<file path="src/rtl/encoder_k3.sv">
// Rate-1/2 feedforward convolutional encoder with run-time choice of
// K=3 (7,5 octal) or K=7 (171,133 octal); coded bits are registered.
module encoder_k3 #(
    parameter logic [2:0] G1_K3 = 3'b111,
    parameter logic [2:0] G2_K3 = 3'b101,
    parameter logic [6:0] G1_K7 = 7'b1111001,
    parameter logic [6:0] G2_K7 = 7'b1011011
) (
    input  logic clk,
    input  logic rst,
    input  logic unencoded_bits,
    input  logic choose_constraint_length,
    output logic output1,
    output logic output2
);

    // Even-parity of the taps selected by a generator mask.
    function automatic logic tap_parity(input logic [6:0] taps, input logic [6:0] gen);
        tap_parity = ^(taps & gen);
    endfunction

    logic [5:0] r_shift;
    logic       r_out1;
    logic       r_out2;
    logic [6:0] w_taps;
    logic [6:0] w_gen1;
    logic [6:0] w_gen2;
    logic       w_code1;
    logic       w_code2;

    // Tap vector {u, s0..s5} and generator masks aligned to the current input at the MSB.
    always_comb begin
        w_taps = {unencoded_bits, r_shift[0], r_shift[1], r_shift[2],
                  r_shift[3], r_shift[4], r_shift[5]};
        w_gen1 = 7'b0000000;
        w_gen2 = 7'b0000000;
        if (choose_constraint_length) begin
            w_gen1 = G1_K7;
            w_gen2 = G2_K7;
        end else begin
            w_gen1 = {G1_K3, 4'b0000};
            w_gen2 = {G2_K3, 4'b0000};
        end
        w_code1 = tap_parity(w_taps, w_gen1);
        w_code2 = tap_parity(w_taps, w_gen2);
    end

    // History shift and output registers; all six stages shift in both modes.
    always_ff @(posedge clk or negedge rst) begin
        if (!rst) begin
            r_shift <= 6'b000000;
            r_out1  <= 1'b0;
            r_out2  <= 1'b0;
        end else begin
            r_shift <= {r_shift[4:0], unencoded_bits};
            r_out1  <= w_code1;
            r_out2  <= w_code2;
        end
    end

    assign output1 = r_out1;
    assign output2 = r_out2;

endmodule

</file>
<file path="config.mk">
export PLATFORM = sky130hd
export DESIGN_NAME = encoder_k3
export DESIGN_NICKNAME = d
export VERILOG_FILES = /design/src/rtl/encoder_k3.sv
export SDC_FILE = /design/constraint.sdc
export NUM_CORES = 1
export LEC_CHECK = 0
export BUFFER_PORTS_ARGS = -buffer_cell sky130_fd_sc_hd__buf_4
export CELL_PAD_IN_SITES_DETAIL_PLACEMENT = 2
export CELL_PAD_IN_SITES_GLOBAL_PLACEMENT = 2
export CORE_AREA = 4 4 41 43
export CTS_CLUSTER_DIAMETER = 100
export DETAILED_ROUTE_END_ITERATION = 8
export DIE_AREA = 0 0 45 47
export PLACE_DENSITY_LB_ADDON = 0.1
export SYNTH_ARGS = -nofsm -noshare
export SYNTH_HDL_FRONTEND = slang
export SYNTH_SLANG_ARGS = --single-unit
</file>
<file path="constraint.sdc">
create_clock -name clk -period 1.5 [get_ports clk]
set_input_delay 0.225 -clock clk [delete_from_list [all_inputs] [get_ports clk]]
set_output_delay 0.225 -clock clk [all_outputs]
set_load 0.02 [all_outputs]
</file>
==> results.ini <==
[power_and_ir_drop]
vdd_drop_max_mv = 0.395
p_leak_nw = 0.169
powerDensity_nw_per_um2 = 1280

[run_status]
outcome = finished, final reports clean

[clocking]
htree_levels = 1
cts.sink_count = 8
root_buffer = clkbuf_4
tritoncts = done
insertion_delay_ps = 240
cts_resized = 0
path_clk_slew_ps = 50
numCtsBuffers = 3
cts_max_path_buffers = 2

[placement]
hpwl_um = 319
portBuffers = 5
gp_congestion = 0.550

[layout]
utilization_pct = 28.4
drive_above_1_share_pct = 38.5
antenna_cells = 0
final_nets = 32
areaGrowthSynthToFinish_pct = 31.7

[detailed_routing]
wirelength_um = 410
drtPass1Iterations = 1
vias = 149
avgRoutedWirePerCell_um = 10.0
drt_iter0_markers = 0
drtAntennaViolNets = 0
drc = 0
viasPerCell = 3.63

[timing]
relSlewSlack_pct = 85.5
max_freq_ghz = 0.850
worst_slew_pin_slew_ps = 216
clock_skew_ps = 0.150
fin_crit_sh_pct = 78.4
hold_violations = 0
timing.setup.tns_ps = 0
layout_min_cycle_time_ps = 1180
rsz0062_at_grt = no
setup_viol = 0
drv_slew = 0
worst_hold_slack_ps = 112

[synthesis]
synthesis.area_um2 = 280
ys_seq_area_share_pct = 71.4
synth_fp_nets = 21
ys_ff_latch = 8
yosys_warnings = 0
yosys.cell_types.count = 7
postSynthAreaPerCell_um2 = 16.5
syn_inst = 17

[floorplan]
core_area_um2 = 1300
die-area_um2 = 2120
rows = 13
die_w_um = 45
start_util_pct = 21.5
ios = 6
dieHeight_um = 47

[global_routing]
grt_max_degree = 9
grt_overflow = 0
met2_usage_pct = 6.21
antenna_found_initial = 0
gr-usage-met1_pct = 5.16
track_usage_pct = 5.27
grt_pass1_vias = 169
grt_first_pass_wirelength_um = 669
use_met3_pct = 3.83
grt.busiest_layer = met4

[setup_path]
critPathKind = reg -> reg
startpoint_type = flop
r2r_end = output2$_DFF_PN0_
cp.arrival_ps = 1300
r2r_start = r_shift[2]$_DFF_PN0_
endpoint = output2$_DFF_PN0_
crit_start = r_shift[2]$_DFF_PN0_
end_kind = flop
r2r_setup_slack_ps = 320
critPathRequiredTime_ps = 1630
reg2reg_depth = 3
crit_path_max_fanout = 2

[min_path]
hp-class = in -> reg

[run]
max_cap_viol_count = 0

==> cell usage after synthesis <==
master | instances | area, um^2
dfrtp_1 | 8 | 200
xor2_2 | 1 | 16.3
xnor2_1 | 2 | 17.5
mux2_4 | 1 | 15.0
xor2_1 | 2 | 17.5
nand2_1 | 2 | 7.51
nand2b_1 | 1 | 6.26
==> flip-flops by register name (all words and copies together), names as in the netlist <==
register and flops:
output2 1, output1 1, r_shift 6
==> per-layer routing <==
layer  part of all wire (%)  wire [um]  up-vias
li1                       -          -       70
met1                     43        178       73
met2                     47        194        4
met3                    7.6         31        2
met4                    1.2          5        0
met5                      0          0        -
==> stage by stage <==
stage	setup slack, ps	std cells	power, mW	area (um^2)
6_report	324	41	0.472	369
2_1_floorplan	367	17	0.287	280
4_1_cts	308	41	0.487	369
3_3_place_gp	320	37	0.321	337
5_1_grt	279	41	0.503	369
3_5_place_dp	321	37	0.322	337
==> report_power, final <==
group / switching [mW] / internal [mW]
sequential: 0.00806 / 0.236
clock: 0.0631 / 0.0909
combinational: 0.0364 / 0.0377
==> what timing repair did <==
| item | in CTS | in global routing |
|---|---|---|
| buffers inserted | 0 | 0 |
| hold buffers | 1 | 0 |
| endpoints found under the hold margin | 8 | 0 |
==> logic make-up (layout without fill, tap and decap cells) <==
group	after synthesis	count (layout)	synth area share [%]
simple gates	3	3	4.91
flops	8	8	71.4
xor+xnor	5	5	18.3
buf+inv	0	9	0
mux	1	1	5.36
==> critical path, stage by stage (launching register included) <==
cell	delay (ps)
dfrtp_1	380
xor2_1	230
mux2_4	330
xnor2_1	120
==> worst min path at each step <==
stage	start	endpoint	slack (ps)	depth (start not counted)
2_1_floorplan	rst	output1$_DFF_PN0_	-70	0
3_3_place_gp	rst	r_shift[3]$_DFF_PN0_	50	1
3_5_place_dp	rst	r_shift[5]$_DFF_PN0_	50	1
4_1_cts	unencoded_bits	r_shift[0]$_DFF_PN0_	100	1
5_1_grt	unencoded_bits	r_shift[0]$_DFF_PN0_	90	1
6_report	unencoded_bits	r_shift[0]$_DFF_PN0_	110	1
==> cell usage in the layout, fill, tap and decap left out, drive strengths merged <==
cell / instances
clkbuf: 3
dfrtp: 8
buf: 5
mux2: 1
nand2b: 1
nand2: 2
xnor2: 2
xor2: 3
dlygate4sd3: 1
==> area by class of cell <==
type	count	area, um^2
fill	152	932
sequential	8	200
multi-input combinational	9	80.1
timing repair buffer	6	47.5
clock buffer	3	22.5
tap	15	18.8
No activity file was read; power rests on OpenSTA's default activity.
